--- src/rtl/life_pkg.sv ---
// ---------------------------------------------------------------------------
// life_pkg : shared constants for the Life board sequencer  (rev 1.0)
// ---------------------------------------------------------------------------
`default_nettype none

package life_pkg;
  localparam int DEF_W         = 32;
  localparam int DEF_H         = 24;
  localparam int DEF_GEN_W     = 16;
  localparam int SETTLE_CYCLES = 1;

  localparam logic [1:0] ST_IDLE   = 2'd0;
  localparam logic [1:0] ST_RUN    = 2'd1;
  localparam logic [1:0] ST_STABLE = 2'd2;
endpackage

`default_nettype wire

--- src/rtl/tick_divider.sv ---
// ---------------------------------------------------------------------------
// tick_divider : free-running cycle counter with a one-cycle wrap pulse  (rev 1.0)
// ---------------------------------------------------------------------------
`default_nettype none

module tick_divider #(
  parameter int TICK_DIV = 2
) (
  input  logic clk,
  input  logic rst_n,
  input  logic en,
  input  logic clr,
  output logic tick
);
  localparam int             CW   = $clog2(TICK_DIV);
  localparam logic [CW-1:0]  LAST = CW'(TICK_DIV - 1);

  logic [CW-1:0] cnt;

  assign tick = en && !clr && (cnt == LAST);

  always_ff @(posedge clk or negedge rst_n) begin
    if (!rst_n) begin
      cnt <= '0;
    end else if (clr) begin
      cnt <= '0;
    end else if (en) begin
      cnt <= (cnt == LAST) ? '0 : cnt + CW'(1);
    end
  end
endmodule

`default_nettype wire

--- src/rtl/board_sequencer.sv ---
// ---------------------------------------------------------------------------
// board_sequencer : holds the Life board and commits one generation per tick
// or step. Optional still-life halt: BOARD_SEQ_STABLE_DETECT_EN  (rev 1.0)
// ---------------------------------------------------------------------------
`default_nettype none

module board_sequencer
  import life_pkg::*;
#(
  parameter int W        = DEF_W,
  parameter int H        = DEF_H,
  parameter int L        = W * H,
  parameter int TICK_DIV = 2,
  parameter int GEN_W    = DEF_GEN_W
) (
  input  logic                 clk,
  input  logic                 rst_n,
  input  logic                 run,
  input  logic                 step,
  input  logic                 clear,
  input  logic                 wr_en,
  input  logic [$clog2(L)-1:0] wr_addr,
  input  logic                 wr_data,
  input  logic [L-1:0]         board_next,
  output logic [L-1:0]         board,
  output logic [GEN_W-1:0]     gen_count,
  output logic                 gen_tick,
  output logic                 stable
);
  localparam int             AW          = $clog2(L);
  localparam int             SW          = $clog2(SETTLE_CYCLES + 1);
  localparam logic [AW:0]    L_LIM       = (AW + 1)'(L);
  localparam logic [SW-1:0]  SETTLE_LOAD = SW'(SETTLE_CYCLES);

  logic [1:0]    state, state_nx;
  logic          pending;
  logic [SW-1:0] settle;
  logic          div_tick, div_clr, leave_run, wr_ok, commit, set_pending;

  assign leave_run   = (state == ST_RUN) && !run;
  assign div_clr     = clear || leave_run;
  assign wr_ok       = wr_en && ({1'b0, wr_addr} < L_LIM);
  assign set_pending = div_tick || ((state == ST_IDLE) && step);
  // Any edit this cycle wins over the commit; settle then delays it until
  // the downstream stage has seen the edited board.
  assign commit      = pending && (settle == '0) && !clear && !wr_en &&
                       !leave_run && (state != ST_STABLE);

  tick_divider #(.TICK_DIV(TICK_DIV)) u_div (
    .clk  (clk),
    .rst_n(rst_n),
    .en   (state == ST_RUN),
    .clr  (div_clr),
    .tick (div_tick)
  );

`ifdef BOARD_SEQ_STABLE_DETECT_EN
  logic same;
  assign same   = (board_next == board);
  assign stable = (state == ST_STABLE);
`else
  assign stable = 1'b0;
`endif

  always_comb begin
    state_nx = state;
    case (state)
      ST_IDLE: if (run) state_nx = ST_RUN;
      ST_RUN: begin
        if (!run) state_nx = ST_IDLE;
`ifdef BOARD_SEQ_STABLE_DETECT_EN
        else if (commit && same) state_nx = ST_STABLE;
`endif
      end
`ifdef BOARD_SEQ_STABLE_DETECT_EN
      ST_STABLE: begin
        if (!run) state_nx = ST_IDLE;
        else if (wr_en || clear) state_nx = ST_RUN;
      end
`endif
      default: state_nx = ST_IDLE;
    endcase
  end

  always_ff @(posedge clk or negedge rst_n) begin
    if (!rst_n) begin
      state     <= ST_IDLE;
      board     <= '0;
      gen_count <= '0;
      gen_tick  <= 1'b0;
      pending   <= 1'b0;
      settle    <= SETTLE_LOAD;
    end else begin
      state    <= state_nx;
      gen_tick <= commit;

      if (settle != '0) settle <= settle - SW'(1);

      if (clear) begin
        board     <= '0;
        gen_count <= '0;
        settle    <= SETTLE_LOAD;
      end else if (wr_ok) begin
        board[wr_addr] <= wr_data;
        settle         <= SETTLE_LOAD;
      end else if (commit) begin
        board     <= board_next;
        gen_count <= gen_count + GEN_W'(1);
        settle    <= SETTLE_LOAD;
      end

      if (clear || leave_run) pending <= 1'b0;
      else if (set_pending)   pending <= 1'b1;
      else if (commit)        pending <= 1'b0;
    end
  end
endmodule

`default_nettype wire
--- config.mk ---
export PLATFORM = sky130hd
export DESIGN_NAME = board_sequencer
export DESIGN_NICKNAME = d
export VERILOG_FILES = /design/src/rtl/life_pkg.sv /design/src/rtl/tick_divider.sv /design/src/rtl/board_sequencer.sv
export SDC_FILE = /design/constraint.sdc
export NUM_CORES = 2
export LEC_CHECK = 0
export ABC_AREA = 1
export BUFFER_PORTS_ARGS = -buffer_cell sky130_fd_sc_hd__buf_2
export CORE_AREA = 2 2 607 609
export CTS_BUF_LIST = sky130_fd_sc_hd__clkbuf_8 sky130_fd_sc_hd__clkbuf_16
export CTS_CLUSTER_SIZE = 16
export DETAILED_ROUTE_END_ITERATION = 7
export DIE_AREA = 0 0 609 611
export HOLD_SLACK_MARGIN = 0.15
export PLACE_DENSITY = 0.33
export RECOVER_POWER = 50
export SLEW_MARGIN = 20
export SYNTH_ARGS = -nofsm -noshare
export SYNTH_HDL_FRONTEND = slang
export SYNTH_SLANG_ARGS = --single-unit
--- constraint.sdc ---
create_clock -name clk -period 1.8 [get_ports clk]
set_clock_uncertainty 0.15 [all_clocks]
set_input_delay 0.36 -clock clk [delete_from_list [all_inputs] [get_ports clk]]
set_output_delay 0.36 -clock clk [all_outputs]
set_load 0.03 [all_outputs]
==> Yosys cells after proc, flatten, opt, wreduce, memory -nomap -nowiden <==
Index checks and enable logic that the tools add are counted.
W data, S select, Z words.
{ "word_totals": {"regBits": 790, "wordCells": 66, "input_bits": 785} }
{ "classes": {"reduce_logical": 25, "n_eq_ne": 5, "n_bitwise": 1, "mux": 22, "addsub": 3, "magnitude_cmp": 3} }
{ "ops": {"columns": ["cell", "count"], "rows": [
  ["$mux W768", 3],
  ["$bwmux W768", 1],
  ["$mux W16", 3],
  ["$add A16 B1 Y16 const B", 1],
  ["$logic_and A1 B1 Y1", 11],
  ["$lt A10 B11 Y1 const B", 1],
  ["$mux W1", 11],
  ["$demux W1 S10", 1],
  ["$ge A10 B1 Y1 const B", 1],
  ["$lt A10 B10 Y1 const B", 1],
  ["$ne A2 B2 Y1 const B", 4],
  ["$reduce_bool A3 Y1", 2],
  ["$logic_not A1 Y1", 5],
  ["$mux W2", 2],
  ["$pmux W2 S2", 1],
  ["$reduce_and A2 Y1", 2],
  ["$reduce_bool A2 Y1", 2],
  ["$eq A2 B1 Y1 const B", 1],
  ["$logic_not A2 Y1", 1],
  ["$logic_or A1 B1 Y1", 2],
  ["$add A1 B1 Y1 const B", 1],
  ["$not A1 Y1", 1],
  ["$sub A1 B1 Y1 const B", 1]
]} }

==> Depth between registers and ports, before layout <==
{ "depth": {"word_depth": 9, "mapped_depth": 13} }

==> Cells and area by module <==
A second synthesis with hierarchy kept.
{ "unflattened": {"hier_cells": 8855, "area_unflattened_um2": 53762.8} }
{ "by_module_without_submodules": {"columns": ["mod", "seq_area_each_um2", "instances", "area_per_inst_um2", "cells_each"], "rows": [
  ["board_sequencer", 19720.2, 1, 53712.8, 8848],
  ["tick_divider", 25.0, 1, 50.0, 7]
]} }

==> Worst setup path before layout <==
No wires, ideal clock.
{ "synth_path": {"kind": "register -> register", "start": "register state[0]", "end": "register board[250]", "setup_time_ns": 0.121, "t_arrival_ns": 1.684, "path_stages_with_launch": 13, "path_slack_ns": -0.156, "cell_sequence": "dfrtp_1 ha_1 nor2_1 nand2_1 nor2_4 nor2_4 inv_2 buf_4 buf_2 buf_2 nand2_1 nand2_1 o21ai_1"} }
{ "synth_between": {"elab_chain_len": 6, "word_cells_on_any_way": 7, "classes_between": "eq/ne: 2; reduce/logical: 5"} }
{ "synth_lines": {"columns": ["element", "line_no", "text"], "rows": [
  ["start: declaration", "board_sequencer.sv:35", "logic [1:0] state, state_nx;"],
  ["start signal: assignment", "board_sequencer.sv:94", "state <= state_nx;"],
  ["$eq A2 B1 Y1", "board_sequencer.sv:40", "assign leave_run = (state == ST_RUN) && !run;"],
  ["$logic_and A1 B1 Y1", "board_sequencer.sv:40", null],
  ["$logic_not A1 Y1", "board_sequencer.sv:47", "!leave_run && (state != ST_STABLE);"],
  ["$logic_and A1 B1 Y1", "board_sequencer.sv:46", "assign commit = pending && (settle == '0) && !clear && !wr_en &&"],
  ["$logic_and A1 B1 Y1 *", "board_sequencer.sv:47", null],
  ["via commit", "board_sequencer.sv:38", "logic div_tick, div_clr, leave_run, wr_ok, commit, set_pending;"],
  ["$reduce_bool A3 Y1 (no line) *", null, null],
  ["end signal: indexed assignment", "board_sequencer.sv:104", "board[wr_addr] <= wr_data;"],
  ["end signal: assignment", "board_sequencer.sv:107", "board <= board_next;"],
  ["end: declaration", "board_sequencer.sv:25", "output logic [L-1:0] board,"]
]} }
The timed path passes the listed nets; every way through them passes the cells marked *.
A chain may end at the register's enable or synchronous reset.

==> Worst setup path after layout <==
{ "layout_path": {"start": "register settle", "end": "register board[146]"} }
{ "layout_between": {"elab_chain_len": 7} }
{ "layout_lines": {"columns": ["element", "line_no", "text"], "rows": [
  ["start: declaration", "board_sequencer.sv:37", "logic [SW-1:0] settle;"],
  ["start signal: assignment", "board_sequencer.sv:97", "if (settle != '0) settle <= settle - SW'(1);"],
  ["$not A1 Y1", "board_sequencer.sv:46", null],
  ["$logic_and A1 B1 Y1 (4 in series)", "board_sequencer.sv:46", null],
  ["$logic_and A1 B1 Y1", "board_sequencer.sv:47", null],
  ["via commit", "board_sequencer.sv:38", null],
  ["$reduce_bool A3 Y1 (no line)", null, null]
]} }
The timed path passes the listed nets, and every way through them passes these cells.

==> results.py <==
metrics = {
    "grt": {
        "track_usage_pct": 23.1,
        "grt_max_degree": 93,
        "grt_pass1_wl_um": 605000,
        "antenna_found_initial": 162,
        "grt_overflow": 0,
        "grt_pass1_vias": 69205,
    },
    "timing": {
        "maxSlewViolCount": 0,
        "final-hold-violation-count": 0,
        "fin_ws_ns": -0.322,
        "relSlewSlack_pct": 38.3,
        "worst_pin_slew_ns": 0.926,
        "fmax_mhz": 471,
        "final.period_utilization_pct": 118,
        "period_needed_ns": 2.12,
        "setup_viol": 2291,
        "tns_ns": -406.94,
        "rsz0062_at_grt": "yes",
    },
    "cts": {
        "cts-hold-fix-buffers": 932,
        "cts_tree": "yes",
        "worst_skew_pair.late_latency_ns": 0.89,
        "cts_buffers": 124,
        "cts_max_path_buffers": 4,
        "path_clk_slew_ns": 0.06,
        "cts-root-buf": "clkbuf_16",
        "clock_sinks": 789,
        "htreeDepth": 3,
    },
    "drt": {
        "drt_iter0_markers": 6208,
        "drt-vias-per-instance": 4.35,
        "postRouteWirelength_um": 450000,
        "ant_nets": 0,
        "firstDrtPassIters": 5,
        "wire_per_inst_um": 27.3,
        "drcViolationCount": 0,
        "vias": 71873,
    },
    "die": {
        "fp-row-count": 222,
        "core_area_um2": 365000,
        "io_pins": 1571,
        "dieArea_um2": 372000,
        "start_util_pct": 14.7,
        "die_x_um": 609,
        "die_h_um": 611,
    },
    "power": {
        "max-vdd-ir-drop_mv": 0.819,
        "pwr_density_cell_nw_per_um2": 720,
        "leakagePower_nw": 45.4,
    },
    "yosys": {
        "synth-simple-area-share_pct": 43.5,
        "yosys_warnings": 0,
        "synth_fp_nets": 9639,
        "synth_top_flop_cell": "dfrtp_1",
        "synth_top_cell_by_area": "dfrtp_1",
        "yosysUniqueCellTypes": 24,
        "syn_inst": 8852,
        "synth_mux_area_share_pct": 0,
        "async_flop_share_pct": 100,
        "syn_avg_cell_area_um2": 6.06,
        "synth_edf_count": 0,
        "synth_top_family_by_area": "simple AND/OR/NAND/NOR gates",
        "ys_seq_area_share_pct": 36.8,
        "synth_xor_area_share_pct": 0.0163,
        "synth-compound-area-share_pct": 12.5,
        "synth_fa_ha_area_share_pct": 0.0467,
        "yosys_register_bits": 789,
        "synth_area_um2": 53600,
        "synth_area_leaders": "dfrtp_1 37%, nand2_1 32%, nand3_1 10%",
        "synth_top_area_share_pct": 36.8,
    },
    "outcome": {
        "violations": "negative setup slack",
        "status": "finished with violations",
    },
    "place": {
        "dp_cells": 15248,
        "numPortBuffers": 1569,
        "dp_hpwl_um": 351000,
        "gp_congestion": 0.891,
    },
    "critical_path": {
        "reg2reg_to": "board[146]$_DFFE_PN0P_",
        "reg2reg_from": "settle$_DFF_PN1_",
        "crit_chain": "inv_1 -> nand2_1 -> nor2_4 -> nor2_4 -> buf_12 -> buf_16 -> buf_16 -> a21oi_1 -> nand3_1 -> nand2_1",
        "cp.required_ns": 2.41,
        "crit_slowest_cell": "dfstp_2",
        "worstPathMaxFanout": 25,
        "startpoint": "settle$_DFF_PN1_",
        "slowest_delay_ns": 0.51,
        "end_kind": "register",
        "cp.arrival_ns": 2.74,
        "crit_path_end": "board[146]$_DFFE_PN0P_",
        "cp-start-kind": "register",
        "critPathKind": "register to register",
        "r2r_cells": 10,
        "reg2reg_slack_ns": -0.32,
    },
    "finish": {
        "final_nets": 12341,
        "finalNonFillerCells": 16518,
        "multi_input_area_um2": 30800,
        "drive_above_1_share_pct": 24.7,
        "seq_area_um2": 19800,
        "nFillCells": 41120,
        "synthToLayoutAreaGrowth_pct": 69.7,
    },
    "hold_path": {
        "hold_class": "input port to register",
    },
    "run": {
        "drv_cap": 0,
    },
}
[synthesized netlist by cell type (5+ instances only)]
master / number
o21ai_0: 401
o21ai_1: 309
nand2_1: 4608
nor2_2: 9
buf_2: 324
buf_1: 103
dfrtp_1: 788
nand4_1: 6
clkbuf_1: 435
a21oi_1: 625
buf_4: 5
nand3_1: 1123
inv_1: 27
nor2_1: 76
[cell usage in the layout (no fill, tap or decap), types with 67 or more instances in the layout]
| cell | netlist | final |
|---|---|---|
| buf_6 | 0 | 67 |
| buf_2 | 324 | 1478 |
| dlygate4sd3_1 | 0 | 932 |
| nand3_1 | 1123 | 1122 |
| o21ai_1 | 309 | 389 |
| dfrtp_1 | 788 | 760 |
| nand2_1 | 4608 | 4562 |
| clkbuf_16 | 0 | 133 |
| a21oi_1 | 625 | 587 |
| buf_12 | 0 | 377 |
| o21ai_0 | 401 | 320 |
| buf_4 | 5 | 533 |
[critical path, delay by kind of cell (launching register included)]
kind	cells	cell delay, ns
flops	1	0.51
buf+inv	4	0.64
compound gates	1	0.06
simple gates	5	0.56
[layer usage]
metal,track usage [%],wire [µm],vias to the layer above
met4,9.73,22300,74
met2,37.1,203000,2545
met5,0,450,-
met3,4.35,27500,608
li1,-,-,34007
met1,30.2,197000,34639
[cells by family (layout without fill, tap and decap cells)]
family | after synthesis | after routing
AO/OA/AOI/OAI | 1337 | 1337
XOR/XNOR | 1 | 1
adder cells (fa/ha/maj) | 2 | 2
buffers and inverters | 896 | 3680
flip-flops | 789 | 789
other | 1 | 67
AND/OR/NAND/NOR | 5826 | 5826
[area by class of cell]
| class | count | area share, % |
|---|---|---|
| Multi-Input combinational cell | 7167 | 33.9 |
| Inverter | 29 | 0.150 |
| Sequential cell | 789 | 21.7 |
| Clock inverter | 55 | 0.470 |
| Tap cell | 4816 | 6.62 |
| Timing Repair Buffer | 3443 | 33.1 |
| Clock buffer | 153 | 3.86 |
| Antenna cell | 66 | 0.182 |
[flip-flops by register name, summed over array words and instances (netlist names)]
signal	flops
u_div.cnt	1
board	768
state	1
pending	1
gen_count	16
gen_tick	1
settle	1
[through the flow]
| step | area, µm² | setup slack [ns] | util, % | hold slack, ns | power (mW) |
|---|---|---|---|---|---|
| after floorplan | 54100 | -0.100 | - | -0.0856 | 28.8 |
| after global placement | 75800 | -0.834 | 20.8 | 0.202 | 38.2 |
| after detailed placement | 75800 | -0.811 | 20.8 | 0.199 | 38.1 |
| after CTS | 90500 | -0.411 | 24.8 | -0.0464 | 66.3 |
| after global routing | 90800 | -0.430 | 24.9 | 0.0301 | 68.2 |
| final | 91000 | -0.322 | 24.9 | 0.0539 | 65.5 |
[power breakdown]
part           total [mW]  switching, mW  internal, mW
Combinational        19.9           12.9          7.00
Sequential           20.3           1.07          19.2
Clock                25.2           10.8          14.4
Total                65.5           24.8          40.6
[what timing repair did]
item,in CTS,in global routing
setup endpoints to repair,1567,1570
pin swaps,5,3
gates cloned,5,8
setup buffers,50,3
gates resized for setup,304,104
endpoints found under the hold margin,1562,3
[worst min-delay path by stage]
stage | start | end | slack, ns | cells past startpoint
finish | clear | u_div.cnt$_DFFE_PN0P_ | 0.05 | 6
global route | clear | u_div.cnt$_DFFE_PN0P_ | 0.03 | 6
CTS | clear | u_div.cnt$_DFFE_PN0P_ | -0.05 | 6
detailed placement | rst_n | board[520]$_DFFE_PN0P_ | 0.20 | 2
global placement | rst_n | board[520]$_DFFE_PN0P_ | 0.20 | 2
floorplan | rst_n | board[0]$_DFFE_PN0P_ | -0.09 | 0
Note: power is estimated with default switching activity, not from simulation.
